File: config.mk
export PLATFORM = sky130hd
export DESIGN_NAME = dac_out_ctrl
export DESIGN_NICKNAME = d
export VERILOG_FILES = /design/src/rtl/dac_out_ctrl.sv
export SDC_FILE = /design/constraint.sdc
export NUM_CORES = 1
export LEC_CHECK = 0
export BUFFER_PORTS_ARGS = -buffer_cell sky130_fd_sc_hd__buf_2
export CORE_ASPECT_RATIO = 1.25
export CORE_MARGIN = 10
export CORE_UTILIZATION = 55
export DETAILED_ROUTE_END_ITERATION = 7
export HOLD_SLACK_MARGIN = 0.02
export PLACE_DENSITY = 0.79
export SETUP_SLACK_MARGIN = 0.3
export SYNTH_ARGS = -nofsm -noshare
export SYNTH_HDL_FRONTEND = slang
export SYNTH_SLANG_ARGS = --single-unit
File: constraint.sdc
create_clock -name clock_5000 -period 4 [get_ports clock_5000]
set_input_delay 0.4 -clock clock_5000 [delete_from_list [all_inputs] [get_ports clock_5000]]
set_output_delay 0.4 -clock clock_5000 [all_outputs]
set_load 0.02 [all_outputs]
File: src/rtl/dac_out_ctrl.sv
// dac_out_ctrl: ramped DAC output controller for the 16-QAM transmit IF path.
// Stage 1 applies a 0..3 bit left-shift gain with saturation. Stage 2 scales
// the sample by a ramp value r in 0..2^RAMP_BITS so the carrier fades in and
// out. Saturation events in RUN are counted.
// Build option: define DAC_OFFSET_BIN_EN for offset-binary DAC codes
// (mid-scale 1000..0); otherwise the code is two's complement (mid-scale 0).
//
//   state     | meaning
//   ----------+------------------------------------------------
//   IDLE      | output parked at mid-scale, r held at 0
//   RAMP_UP   | r counts up one per clock toward full scale
//   RUN       | r at 2^RAMP_BITS, full-amplitude output
//   RAMP_DN   | r counts down one per clock toward IDLE

module dac_out_ctrl #(
    parameter int BIT_DAC   = 14,
    parameter int RAMP_BITS = 4
) (
    input  logic               clock_5000,
    input  logic               reset,
    input  logic               enable,
    input  logic [BIT_DAC-1:0] in_sample,
    input  logic [1:0]         gain_shift,
    output logic [BIT_DAC-1:0] dac_data,
    output logic               dac_valid,
    output logic [1:0]         state,
    output logic [15:0]        sat_count
);

    localparam int RW  = RAMP_BITS + 1;
    localparam int EXT = BIT_DAC + 3;
    localparam int PW  = BIT_DAC + RW + 1;

    localparam logic [RW-1:0] RAMP_MAX = RW'(1 << RAMP_BITS);
    localparam logic signed [EXT-1:0] SAT_POS = {4'b0000, {(BIT_DAC-1){1'b1}}};
    localparam logic signed [EXT-1:0] SAT_NEG = {4'b1111, {(BIT_DAC-1){1'b0}}};

`ifdef DAC_OFFSET_BIN_EN
    localparam logic [BIT_DAC-1:0] MID = {1'b1, {(BIT_DAC-1){1'b0}}};
`else
    localparam logic [BIT_DAC-1:0] MID = '0;
`endif

    typedef enum logic [1:0] {
        S_IDLE    = 2'd0,
        S_RAMP_UP = 2'd1,
        S_RUN     = 2'd2,
        S_RAMP_DN = 2'd3
    } state_t;

    state_t                     r_state;
    logic [RW-1:0]              r_ramp;
    logic signed [BIT_DAC-1:0]  r_s1;
    logic                       r_sat1;
    logic                       r_run_d1;
    logic                       r_valid_d1;
    logic                       r_dac_valid;
    logic [BIT_DAC-1:0]         r_dac_data;
    logic [15:0]                r_sat_count;

    logic signed [EXT-1:0]      w_ext;
    logic signed [EXT-1:0]      w_shift;
    logic signed [BIT_DAC-1:0]  w_s1_next;
    logic                       w_sat_next;
    logic signed [PW-1:0]       w_s1_x;
    logic signed [PW-1:0]       w_r_x;
    logic signed [PW-1:0]       w_prod;
    logic signed [BIT_DAC-1:0]  w_s2_next;
    logic [BIT_DAC-1:0]         w_code;

    // Ramp sequencer: direction reversals keep the current r so the envelope stays continuous
    always_ff @(posedge clock_5000 or negedge reset) begin
        if (!reset) begin
            r_state <= S_IDLE;
            r_ramp  <= '0;
        end else begin
            case (r_state)
                S_IDLE: begin
                    r_ramp <= '0;
                    if (enable) r_state <= S_RAMP_UP;
                end
                S_RAMP_UP: begin
                    if (!enable) begin
                        r_state <= S_RAMP_DN;
                    end else begin
                        r_ramp <= r_ramp + RW'(1);
                        if (r_ramp == RAMP_MAX - RW'(1)) r_state <= S_RUN;
                    end
                end
                S_RUN: begin
                    r_ramp <= RAMP_MAX;
                    if (!enable) r_state <= S_RAMP_DN;
                end
                S_RAMP_DN: begin
                    if (enable) begin
                        r_state <= S_RAMP_UP;
                    end else if (r_ramp <= RW'(1)) begin
                        r_ramp  <= '0;
                        r_state <= S_IDLE;
                    end else begin
                        r_ramp <= r_ramp - RW'(1);
                    end
                end
                default: r_state <= S_IDLE;
            endcase
        end
    end

    // Gain shift with clipping; three guard bits hold the largest shifted value
    always_comb begin
        w_ext      = {{3{in_sample[BIT_DAC-1]}}, in_sample};
        w_shift    = w_ext <<< gain_shift;
        w_sat_next = 1'b0;
        w_s1_next  = BIT_DAC'(w_shift);
        if (w_shift > SAT_POS) begin
            w_s1_next  = {1'b0, {(BIT_DAC-1){1'b1}}};
            w_sat_next = 1'b1;
        end else if (w_shift < SAT_NEG) begin
            w_s1_next  = {1'b1, {(BIT_DAC-1){1'b0}}};
            w_sat_next = 1'b1;
        end
    end

    // Ramp scaling; product is wide enough for full-scale s1 times 2^RAMP_BITS
    always_comb begin
        w_s1_x    = {{(PW-BIT_DAC){r_s1[BIT_DAC-1]}}, r_s1};
        w_r_x     = {{(PW-RW){1'b0}}, r_ramp};
        w_prod    = w_s1_x * w_r_x;
        w_s2_next = BIT_DAC'(w_prod >>> RAMP_BITS);
`ifdef DAC_OFFSET_BIN_EN
        w_code    = w_s2_next ^ MID;
`else
        w_code    = w_s2_next;
`endif
    end

    // Two-stage datapath with the validity flag carried alongside
    always_ff @(posedge clock_5000 or negedge reset) begin
        if (!reset) begin
            r_s1        <= '0;
            r_sat1      <= 1'b0;
            r_run_d1    <= 1'b0;
            r_valid_d1  <= 1'b0;
            r_dac_valid <= 1'b0;
            r_dac_data  <= MID;
        end else begin
            r_s1        <= w_s1_next;
            r_sat1      <= w_sat_next;
            r_run_d1    <= (r_state == S_RUN);
            r_valid_d1  <= (r_state != S_IDLE);
            r_dac_valid <= r_valid_d1;
            r_dac_data  <= r_valid_d1 ? w_code : MID;
        end
    end

    // Count clipped samples taken while running; sticks at all-ones
    always_ff @(posedge clock_5000 or negedge reset) begin
        if (!reset) begin
            r_sat_count <= '0;
        end else if (r_sat1 && r_run_d1 && (r_sat_count != 16'hFFFF)) begin
            r_sat_count <= r_sat_count + 16'd1;
        end
    end

    assign dac_data  = r_dac_data;
    assign dac_valid = r_dac_valid;
    assign state     = r_state;
    assign sat_count = r_sat_count;

endmodule
==> run_results.csv <==
group,metric,value,unit
worst_setup_path,critPathCaptureType,"flip-flop",
floorplanning,rows,38,
power,power.static_leakage,2.91,nW
route,ant_nets,0,
place,gp_congestion,0.855,
synthesis,synth.area.top_cells,"dfrtp_1, fa_1, ha_1",
route,initialDrtViolationCount,261,
cts,root_buffer,"clkbuf_8",
global_route,globalRouteOverflowTotal,0,
floorplanning,core,0.00870,sq mm
sta,timing.fmax,266,MHz
place,dp_slack,0.0972,ns
sta,tightest_slew,0.662,ns
synthesis,yosysSeqAreaShare,0.281,
sta,setup_violations,0,
cts,clk_pin_slew,0.10,ns
power,pwr-share-comb,0.679,
place,portBuffers,51,
cts,clk_path_buf_depth,2,
global_route,grt_use_total,0.150,
sta,tns,0,ns
worst_setup_path,r2r_cells,14,
floorplanning,fp.dieW,104,um
cts,tritoncts,"yes",
route,drt-vias-per-instance,5.27,
global_route,grt_max_degree,56,
worst_setup_path,arrival,3.97,ns
sta,relSlewSlack,0.559,
floorplanning,die_h,125,um
power,internal-power,0.00192,W
place,detailed_place_hpwl,7540,um
power,power_density,618,mW/mm^2
worst_setup_path,crit_required,4.21,ns
synthesis,synth_seq_cells,55,
cts,htreeDepth,2,
layout,antennaDiodeCount,0,
cts,clkLatencyLatePin,0.32,ns
synthesis,synthFlopType,"dfrtp_1",
synthesis,yosysTopAreaCell,"dfrtp_1",
layout,mostFrequentLayoutCell,"inv_1",
floorplanning,die_area,0.0131,sq mm
global_route,first_global_vias,3863,
power,pwr-share-clk,0.090,
synthesis,synthesis.nets,626,
outcome,status,"complete, no violations",
sta,final_max_slew_viol_count,0,
synthesis,syn_avg_cell_area,9.27,sq um
synthesis,synthCells,528,
route,wl_per_cell,14.5,um
worst_setup_path,worstReg2RegStart,"r_ramp[1]",
power,switching_share,0.467,
route,num_vias,3758,
worst_setup_path,rrSetupSlack,0.24,ns
sta,layout_setup_ws,0.243,ns
cts,clock-sinks,55,
worst_setup_path,critPathKind,"reg -> reg",
cts,hold_buffers,0,
power,p_sw,0.00168,W
layout,drive_gt1_frac,0.246,
layout,synthToLayoutAreaGrowth,19.3,%
route,firstDrtPassIters,5,
worst_setup_path,cp-start-kind,"flip-flop",
sta,period_share,0.939,
synthesis,synth_area,0.00489,sq mm
worst_setup_path,critPathMaxFanout,6,
power,ir_worst_vdd,0.236,mV
layout,nets,690,
synthesis,synth-edff-count,0,
global_route,grt_pass1_wl,17000,um
global_route,antenna_found_initial,0,
synthesis,netlist.area_leader.share,0.281,
sta,period_minus_slack,3.76,ns
run,maxCapViolCount,0,
synthesis,synth_cell_types,43,
route,wl,10300,um
cts,cts_made_buffers,5,
power,seq_power_share,0.231,
synthesis,ys_warn_count,0,
sta,rsz0062_at_grt,"yes",
layout,final_cell_mix,"inv_1, and2_1, dfrtp_1, buf_2, fa_1",
floorplanning,ios,52,
worst_setup_path,r2r-end,"dac_data[13]",
synthesis,synthArstFlopShare,1.00,
sta,finalClockSkew,0.0107,ns
sta,final-hold-violation-count,0,
route,drc,0,
floorplanning,start_util,0.562,
hold_path,hold_class,"in -> async",
-- worst max-delay path: stages (launching register included) --
cell and delay, ns:
dfrtp_2 0.42, buf_6 0.13, and2_2 0.22, fa_2 0.59, inv_1 0.06, fa_1 0.46, fa_1 0.54, inv_1 0.06
ha_4 0.30, o21ai_0 0.10, o21bai_1 0.24, o21ai_1 0.11, a22oi_2 0.17, xnor2_1 0.09, and2_1 0.16
-- power groups by stage --
stage	Sequential (W)	Clock, W	Combinational (W)
after floorplan	0.000913	0	0.00151
after global placement	0.000846	0	0.00191
after detailed placement	0.000854	0	0.00198
after CTS	0.000834	0.000335	0.00219
after global routing	0.000853	0.000355	0.00271
final	0.000831	0.000324	0.00245
-- registers in the layout, summed over array words and instances (netlist names) --
signal,cells
state,2
sat_count,16
r_sat1,1
r_s1,14
r_ramp,5
dac_valid,1
r_valid_d1,1
r_run_d1,1
dac_data,14
-- Yosys cell counts (2+ instances only) --
master,count
inv_1,79
and2_1,72
dfrtp_1,55
fa_1,40
ha_1,39
nand2_1,37
a21oi_1,23
nor2_1,23
xnor2_1,18
clkbuf_1,15
o21ai_1,15
mux2i_1,13
o21ai_0,12
xor2_1,12
nand3_1,8
nand4_1,8
nor3_1,8
a31oi_1,5
buf_2,5
mux2_2,5
a211oi_1,4
nand2b_1,4
a21boi_1,2
a21o_1,2
a22oi_1,2
and3_1,2
mux2_1,2
o21bai_1,2
o31ai_1,2
-- repair_timing --
item                                    in CTS  in global routing
pin swaps                                   16                 27
buffers inserted                             9                 11
gates resized for setup                     30                 31
endpoints found under the setup margin       6                 10
-- logic make-up (layout without fill, tap and decap cells) --
logic type                 Yosys count  in the layout  share of synthesized area
AOI/OAI and AO/OA                   75             75                     0.0939
and+or+nand+nor                    170            170                      0.188
muxes                               20             20                     0.0427
buffers and inverters               99            164                     0.0772
xor gates and xnor gates            30             30                     0.0537
adders and majority gates           79             79                      0.263
DFF                                 55             55                      0.281
-- worst max path at each step --
stage / startpoint / end / slack (ns)
floorplan: r_ramp[2] / dac_data[10] / 0.20
global placement: r_ramp[0] / dac_data[12] / 0.25
detailed placement: r_ramp[2] / dac_data[12] / 0.1
CTS: r_ramp[1] / dac_data[12] / 0.30
global route: r_ramp[0] / dac_data[12] / 0.08
finish: r_ramp[1] / dac_data[13] / 0.24
-- layer usage --
| metal | vias up | share of wire | wire length (um) | track usage |
|---|---|---|---|---|
| li1 | 1819 | - | - | - |
| met1 | 1826 | 0.42 | 4330 | 0.175 |
| met2 | 98 | 0.51 | 5270 | 0.270 |
| met3 | 15 | 0.052 | 533 | 0.0293 |
| met4 | 0 | 0.018 | 190 | 0.0435 |
| met5 | - | 0 | 0 | 0 |
-- metrics by stage --
step | hold slack, ns | utilization | power [W] | cell area (sq um) | std cells
floorplan | 0.104 | - | 0.00243 | 5030 | 528
global placement | 0.485 | 0.614 | 0.00275 | 5340 | 685
detailed placement | 0.511 | 0.614 | 0.00284 | 5340 | 685
CTS | 0.212 | 0.650 | 0.00336 | 5660 | 702
global route | 0.246 | 0.671 | 0.00392 | 5830 | 713
finish | 0.188 | 0.671 | 0.00361 | 5830 | 713
-- cell type report --
type	count	area (sq um)
inverter	79	297
multi-input combinational	374	3450
clock buffer	5	68.8
clock inverter	3	28.8
sequential	55	1380
fill	631	2870
tap	120	150
timing repair buffer	77	455
No activity file was read; power rests on OpenSTA's default activity.
